$ cat src/rtl/pc_counter_16bit_pkg.sv
// ---------------------------------------------------------------------------
// pc_counter_16bit_pkg
//   Shared definitions for the pc_counter_16bit stage.
//   CNT_W       : counter width, fixed at 16 to match Incrementer_16bit.
//   pc_state_t  : control FSM states (IDLE, COUNT, HOLD).
// ---------------------------------------------------------------------------
package pc_counter_16bit_pkg;

   localparam int CNT_W = 16;

   typedef enum logic [1:0] {
      IDLE  = 2'd0,
      COUNT = 2'd1,
      HOLD  = 2'd2
   } pc_state_t;

endpackage : pc_counter_16bit_pkg

$ cat src/rtl/pc_counter_16bit_incr.sv
// ---------------------------------------------------------------------------
// Incrementer_16bit
//   16-stage ripple incrementer: Anew = A + 1 (mod 2^16), Cout = carry out
//   of the top bit (high only when A == 16'hFFFF).
//   Ports:
//     A     in  16  operand
//     Anew  out 16  A + 1, modulo 2^16
//     Cout  out 1   carry out of bit 15
// ---------------------------------------------------------------------------
module Incrementer_16bit
   import pc_counter_16bit_pkg::*;
(
   input  logic [CNT_W-1:0] A,
   output logic [CNT_W-1:0] Anew,
   output logic             Cout
);

   // carry[i] is the carry into bit i; the chain is seeded with the +1.
   logic [CNT_W:0] carry;

   assign carry[0] = 1'b1;

   for (genvar i = 0; i < CNT_W; i++) begin : g_half_add
      assign Anew[i]    = A[i] ^ carry[i];
      assign carry[i+1] = A[i] & carry[i];
   end

   assign Cout = carry[CNT_W];

endmodule : Incrementer_16bit

$ cat src/rtl/pc_counter_16bit.sv
// ---------------------------------------------------------------------------
// pc_counter_16bit
//   Registered 16-bit up-counter with load, start, enable and a programmable
//   terminal count. The single Incrementer_16bit instance always sees the
//   current count; its result is latched on every enabled COUNT step.
//
//   Handshake / control semantics: there is no valid/ready pair; each input
//   is a level sampled at the rising edge with priority rst > load > start >
//   en. done and wrap are single-cycle registered pulses; ovf is sticky until
//   the next load or rst.
//
//   Ports:
//     clk       in  1   clock, rising edge
//     rst       in  1   synchronous active-high reset
//     load      in  1   capture load_val, go IDLE, clear ovf
//     load_val  in  16  value captured on load
//     start     in  1   IDLE -> COUNT; HOLD -> COUNT from zero
//     en        in  1   count enable, used only in COUNT
//     limit     in  16  terminal count, compared every cycle
//     count     out 16  current counter value
//     busy      out 1   high while in COUNT
//     done      out 1   pulse: limit reached
//     wrap      out 1   pulse: counter rolled FFFF -> 0000
//     ovf       out 1   sticky wrap indicator
//     state     out 2   current FSM state (observation only)
// ---------------------------------------------------------------------------
module pc_counter_16bit
   import pc_counter_16bit_pkg::*;
#(
   parameter int WIDTH = CNT_W
) (
   input  logic             clk,
   input  logic             rst,
   input  logic             load,
   input  logic [WIDTH-1:0] load_val,
   input  logic             start,
   input  logic             en,
   input  logic [WIDTH-1:0] limit,
   output logic [WIDTH-1:0] count,
   output logic             busy,
   output logic             done,
   output logic             wrap,
   output logic             ovf,
   output pc_state_t        state
);

   logic [WIDTH-1:0] anew;
   logic             cout;

   // Only adder in the design; the count -> incrementer -> count path is
   // the critical path.
   Incrementer_16bit u_incr (
      .A    (count),
      .Anew (anew),
      .Cout (cout)
   );

   always_ff @(posedge clk) begin
      if (rst) begin
         count <= '0;
         state <= IDLE;
         busy  <= 1'b0;
         done  <= 1'b0;
         wrap  <= 1'b0;
         ovf   <= 1'b0;
      end else begin
         // Pulses default low so they last exactly one cycle.
         done <= 1'b0;
         wrap <= 1'b0;
         if (load) begin
            count <= load_val;
            state <= IDLE;
            busy  <= 1'b0;
            ovf   <= 1'b0;
         end else begin
            case (state)
               IDLE: begin
                  if (start) begin
                     state <= COUNT;
                     busy  <= 1'b1;
                  end
               end
               COUNT: begin
                  if (en) begin
                     if (count == limit) begin
                        // Terminal count: hold value, report, park in HOLD.
                        done  <= 1'b1;
                        state <= HOLD;
                        busy  <= 1'b0;
                     end else begin
                        count <= anew;
                        if (cout) begin
                           wrap <= 1'b1;
                           ovf  <= 1'b1;
                        end
                     end
                  end
               end
               HOLD: begin
                  if (start) begin
                     count <= '0;
                     state <= COUNT;
                     busy  <= 1'b1;
                  end
               end
               default: begin
                  state <= IDLE;
                  busy  <= 1'b0;
               end
            endcase
         end
      end
   end

endmodule : pc_counter_16bit

$ cat config.mk
export PLATFORM = sky130hd
export DESIGN_NAME = pc_counter_16bit
export DESIGN_NICKNAME = d
export VERILOG_FILES = /design/src/rtl/pc_counter_16bit_pkg.sv /design/src/rtl/pc_counter_16bit_incr.sv /design/src/rtl/pc_counter_16bit.sv
export SDC_FILE = /design/constraint.sdc
export NUM_CORES = 1
export LEC_CHECK = 0
export CORE_ASPECT_RATIO = 0.8
export CORE_MARGIN = 2
export CORE_UTILIZATION = 38
export DETAILED_ROUTE_END_ITERATION = 10
export PLACE_DENSITY = 0.75
export SETUP_SLACK_MARGIN = 0.15
export SLEW_MARGIN = 20
export SYNTH_ARGS = -nofsm -noshare
export SYNTH_HDL_FRONTEND = slang
export SYNTH_SLANG_ARGS = --single-unit
$ cat constraint.sdc
create_clock -name clk -period 3.35 [get_ports clk]
set_input_delay 0.67 -clock clk [delete_from_list [all_inputs] [get_ports clk]]
set_output_delay 0.67 -clock clk [all_outputs]
set_load 0.005 [all_outputs]
# After elaboration in Yosys (flattened, before gate mapping)
# Index checks and enable logic that the tools add are counted.
op_classes:
  n_eq_ne: 9
  n_mux: 15
  bitwise: 34
  reduce_logical: 9
ops:
  columns: ["cell", "n"]
  rows:
  - ["$mux 16", 4]
  - ["$pmux 16 s2", 1]
  - ["$eq 16x16->1", 1]
  - ["$and 1x1->1", 15]
  - ["$xor 1x1->1", 15]
  - ["$ne 3x3->1 const B", 3]
  - ["$reduce_and 4->1", 2]
  - ["$mux 2", 3]
  - ["$mux 1", 5]
  - ["$reduce_or 5->1", 1]
  - ["$ne 2x2->1 const B", 2]
  - ["$not 1->1", 4]
  - ["$pmux 2 s2", 1]
  - ["$reduce_or 2->1", 2]
  - ["$reduce_or 4->1", 1]
  - ["$reduce_and 3->1", 1]
  - ["$reduce_bool 3->1", 1]
  - ["$eq 2x1->1 const B", 1]
  - ["$eq 2x2->1 const B", 1]
  - ["$logic_not 2->1", 1]
  - ["$ne 2x1->1 const B", 1]
  - ["$pmux 1 s2", 1]
word_totals:
  reg_bits: 22
  inputBits: 37
  out_inout_bits: 22
  wordCells: 73

# Logic depth before layout (Yosys ltp)
logic_depth:
  depth_word: 19
  depth_mapped: 17
  ltp_nobuf: 17

# Modules after synthesis
# From an unflattened synthesis, not the netlist that was laid out.
hier_totals:
  hier_cells: 116
  area_unflattened_um2: 1275.0
by_module_without_submodules:
  columns: ["mod", "instances", "cells_per_inst", "area_each_um2", "seq_area_each_um2"]
  rows:
  - ["pc_counter_16bit", 1, 100, 1083.5, 440.4]
  - ["Incrementer_16bit", 1, 16, 191.4, 0.0]

# Least setup slack after synthesis
# OpenSTA, ideal clock, no wires.
synth_path:
  kind: "register to register"
  start: "reg count[0]"
  end: "reg count[15]"
  setup_time_ns: 0.122
  t_arrival_ns: 3.320
  t_required_ns: 3.228
  slack_ns: -0.092
  stages_incl_launch_ff: 17
  path_buffers: 0
  period_less_slack_ns: 3.442
  path_cell_list: "dfxtp_1 ha_1 ha_1 ha_1 ha_1 ha_1 ha_1 ha_1 ha_1 ha_1 ha_1 ha_1 ha_1 ha_1 ha_1 ha_1 a221o_1"
synth_via:
  elab_chain_cells: 19
  elab_cells_between_ends: 22
  cone_classes: "eq/ne: 2; mux: 4; bitwise: 15; reduce/logical: 1"
synth_lines:
  columns: ["item", "line", "text"]
  rows:
  - ["start, declared", "pc_counter_16bit.sv:39", "output logic [WIDTH-1:0] count,"]
  - ["start signal, assigned", "pc_counter_16bit.sv:71", "count <= load_val;"]
  - ["start signal, assigned", "pc_counter_16bit.sv:91", "count <= anew;"]
  - ["$and 1x1->1 (14 in series)", "pc_counter_16bit_incr.sv:25", "assign carry[i+1] = A[i] & carry[i];"]
  - ["$xor 1x1->1", "pc_counter_16bit_incr.sv:24", "assign Anew[i] = A[i] ^ carry[i];"]
  - ["$mux 16", "pc_counter_16bit.sv:85", "if (count == limit) begin"]
  - ["$mux 16", "pc_counter_16bit.sv:84", "if (en) begin"]
  - ["$pmux 16 s2", "pc_counter_16bit.sv:76", "case (state)"]
  - ["$mux 16", "pc_counter_16bit.sv:70", "if (load) begin"]
# Parallel ways exist; a longest one is shown, timed or not. The select of a mux whose other input is x is not followed.
# A chain may end at the register's enable or synchronous reset.

# Worst setup path after layout
layout_path:
  start: "reg count[1]"
  end: "reg count[14]"
layout_via:
  elab_chain_cells: 18
  elab_cells_between_ends: 21
  cone_classes: "eq/ne: 2; mux: 4; bitwise: 14; reduce/logical: 1"
layout_lines:
  columns: ["item", "line"]
  rows:
  - ["$and 1x1->1 (13 in series)", "pc_counter_16bit_incr.sv:25"]
  - ["$xor 1x1->1", "pc_counter_16bit_incr.sv:24"]
  - ["$mux 16", "pc_counter_16bit.sv:85"]
  - ["$mux 16", "pc_counter_16bit.sv:84"]
  - ["$pmux 16 s2", "pc_counter_16bit.sv:76"]
  - ["$mux 16", "pc_counter_16bit.sv:70"]
# Parallel ways exist; a longest one is shown, timed or not. The select of a mux whose other input is x is not followed.

==> impl_metrics.env <==
export IMPL_status="finished, final reports clean"
export IMPL_maxCapViolCount=0
export IMPL_die_h_um=58.1
export IMPL_power_density_nw_per_um2=290
export IMPL_finalCritPeriodShare_pct=93.8
export IMPL_finalSetupViolCount=0
export IMPL_clock_sinks=22
export IMPL_areaGrowthSynthToFinish_pct=65.2
export IMPL_syn_avg_cell_area_um2=10.2
export IMPL_leakagePower_nw=0.783
export IMPL_path_clk_slew_ns=0.08
export IMPL_drt_iter0_drc=71
export IMPL_drt_vias_per_instance=5.85
export IMPL_cts_tree="yes"
export IMPL_swShare_pct=26.5
export IMPL_antenna_found_initial=0
export IMPL_grt_start_max_net_pins=18
export IMPL_seqPwrFrac_pct=45.1
export IMPL_wirelength_um=4270
export IMPL_fin_tns_setup_ns=0
export IMPL_rsz0062_at_grt="true"
export IMPL_coreArea_um2=3470
export IMPL_p_int_mw=0.488
export IMPL_track_usage_pct=21.6
export IMPL_die_w_um=71.6
export IMPL_drt_pre_antenna_iters=4
export IMPL_synth_area_leaders="dfxtp_1, ha_1, a221o_1"
export IMPL_postCtsHoldBufs=0
export IMPL_fin_cells=240
export IMPL_cts_buffers=3
export IMPL_grt_pass1_wl_um=6930
export IMPL_rows=19
export IMPL_synth_top_cell_area_share_pct=31.7
export IMPL_initial_core_util_pct=40.0
export IMPL_synthesis_area_um2=1390
export IMPL_critPathKind="reg2reg"
export IMPL_critPathMaxFanout=2
export IMPL_antenna_left=0
export IMPL_fin_skew_ns=0.00223
export IMPL_p_total_mw=0.664
export IMPL_hpwl_um=3240
export IMPL_wl_per_cell_um=17.8
export IMPL_globalplace_congestion=0.829
export IMPL_yosys_area_top_type="dfxtp_1"
export IMPL_io_pins=59
export IMPL_syn_nets=188
export IMPL_crit_slowest_cell="dfxtp_4"
export IMPL_drv_slew=0
export IMPL_numPlacedInstances=234
export IMPL_drc=0
export IMPL_root_buffer="clkbuf_8"
export IMPL_layout_min_cycle_time_ns=3.14
export IMPL_insertion_delay_ns=0.27
export IMPL_layout_nets=251
export IMPL_overflow=0
export IMPL_cp_start_kind="register"
export IMPL_syn_inst=136
export IMPL_ys_warn_count=0
export IMPL_cts_max_level=1
export IMPL_dr_total_vias=1404
export IMPL_die_area_um2=4160
export IMPL_worstHoldPathType="reg2reg"
export IMPL_mostFrequentLayoutCells="clkdlybuf4s50_1, dfxtp_1, xnor2_1"
export IMPL_portBuffers=58
export IMPL_critical_path_max_stage_delay_ns=0.36
export IMPL_final_core_util_pct=66.1
export IMPL_p_clk_share_pct=29.3
export IMPL_clockBufferDepth=2
export IMPL_synthDistinctLibCells=33
export IMPL_fmax_mhz=318
export IMPL_path_cells="ha_4 > ha_4 > ha_4 > ha_4 > ha_4 > ha_4 > ha_4 > ha_4 > ha_4 > ha_4 > ha_4 > ha_4 > ha_4 > ha_4 > a22oi_2 > nor4_2 > a221o_1"
export IMPL_net_switching_power_mw=0.176
export IMPL_worst_pin_slew_ns=0.654
export IMPL_pwr_share_comb_pct=25.5
export IMPL_ir_drop_uv=183
export IMPL_ys_seq_area_share_pct=31.7
export IMPL_ys_seq_elements=22
export IMPL_required_ns=3.56
export IMPL_arrival_ns=3.35
export IMPL_grt_pass1_vias=1446
export IMPL_endpoint_kind="register"
export IMPL_layout_commonest_cell="clkdlybuf4s50_1"
export IMPL_slew_headroom_pct=56.3
export IMPL_crit_top_cell="ha_4"
export IMPL_antenna_cells=0
export IMPL_drive_gt1_share_pct=20.2
export IMPL_hold_viol=0
## layer usage
| layer | GRT usage, % | vias to the layer above | part of all wire (%) |
|---|---|---|---|
| met1 | 27.9 | 679 | 46 |
| met4 | 9.16 | 0 | 1.8 |
| met5 | 0 | - | 0 |
| met2 | 35.1 | 51 | 46 |
| li1 | - | 667 | - |
| met3 | 4.87 | 7 | 6.3 |
## power by group through the flow
stage	logic [mW]	clock network [mW]	registers, mW
floorplan	0.0691	0	0.302
global placement	0.159	0	0.304
detailed placement	0.163	0	0.305
CTS	0.170	0.202	0.299
global route	0.185	0.210	0.302
finish	0.170	0.195	0.300
## cell families (layout without fill, tap and decap cells)
family,count (synthesis),after routing,synth area share (%)
and+or+nand+nor,39,39,19.3
adders and majority gates,15,15,13.5
muxes,1,1,0.721
buffers and inverters,8,70,3.24
AOI/OAI and AO/OA,35,35,21.4
DFF,22,22,31.7
xor gates and xnor gates,16,16,10.1
## metrics by stage
| step | area (um2) | hold WS (ns) | setup WS (ns) |
|---|---|---|---|
| 3_5_place_dp | 2140 | 0.484 | 0.0648 |
| 5_1_grt | 2290 | 0.534 | 0.0847 |
| 4_1_cts | 2270 | 0.507 | 0.158 |
| 2_1_floorplan | 1510 | 0.480 | 0.154 |
| 3_3_place_gp | 2140 | 0.469 | 0.122 |
| 6_report | 2290 | 0.509 | 0.207 |
## area by class of cell
cell class	instances	area (um2)
Clock buffer	4	55.1
Fill cell	261	1180
Inverter	1	3.75
Multi-Input combinational cell	106	1100
Sequential cell	22	448
Tap cell	42	52.6
Timing Repair Buffer	65	633
## cells in the mapped netlist, drive strengths merged
library cell,instances
nor2b,2
a221o,15
a22o,1
nor4,12
o21a,1
o211ai,1
dfxtp,22
buf,3
xnor2,16
nand2,3
or2,1
nor3,2
a21oi,6
nand4,4
or4b,1
a31o,1
and2,7
nor2,3
clkbuf,4
mux2i,1
nand2b,1
a211o,1
a22oi,9
ha,15
nand3b,1
nand4b,1
nor4b,1
inv,1
## registers in the layout, indices dropped and copies added, names as in the netlist
signal  flops
busy        1
ovf         1
wrap        1
done        1
state       2
count      16
## what timing repair did
action,in CTS,in global routing
setup buffers,2,0
pin swaps,2,2
endpoints found under the setup margin,2,2
gates resized for setup,7,3
## worst paths after layout
kind                            startpoint        end  slack (ns)  cells after the start
worst max-delay path              count[1]  count[14]        0.21                     17
worst min-delay path                   ovf        ovf        0.51                      1
worst max register to register    count[1]  count[14]        0.21                     17
worst min register to register         ovf        ovf        0.51                      1
## worst max-delay path, delay by kind of cell (launching register included)
family                     cells  cell delay, ns
DFF                            1            0.36
adders and majority gates     14            2.23
AOI/OAI and AO/OA              2            0.19
and+or+nand+nor                1            0.28
(Power assumes the default switching activity.)
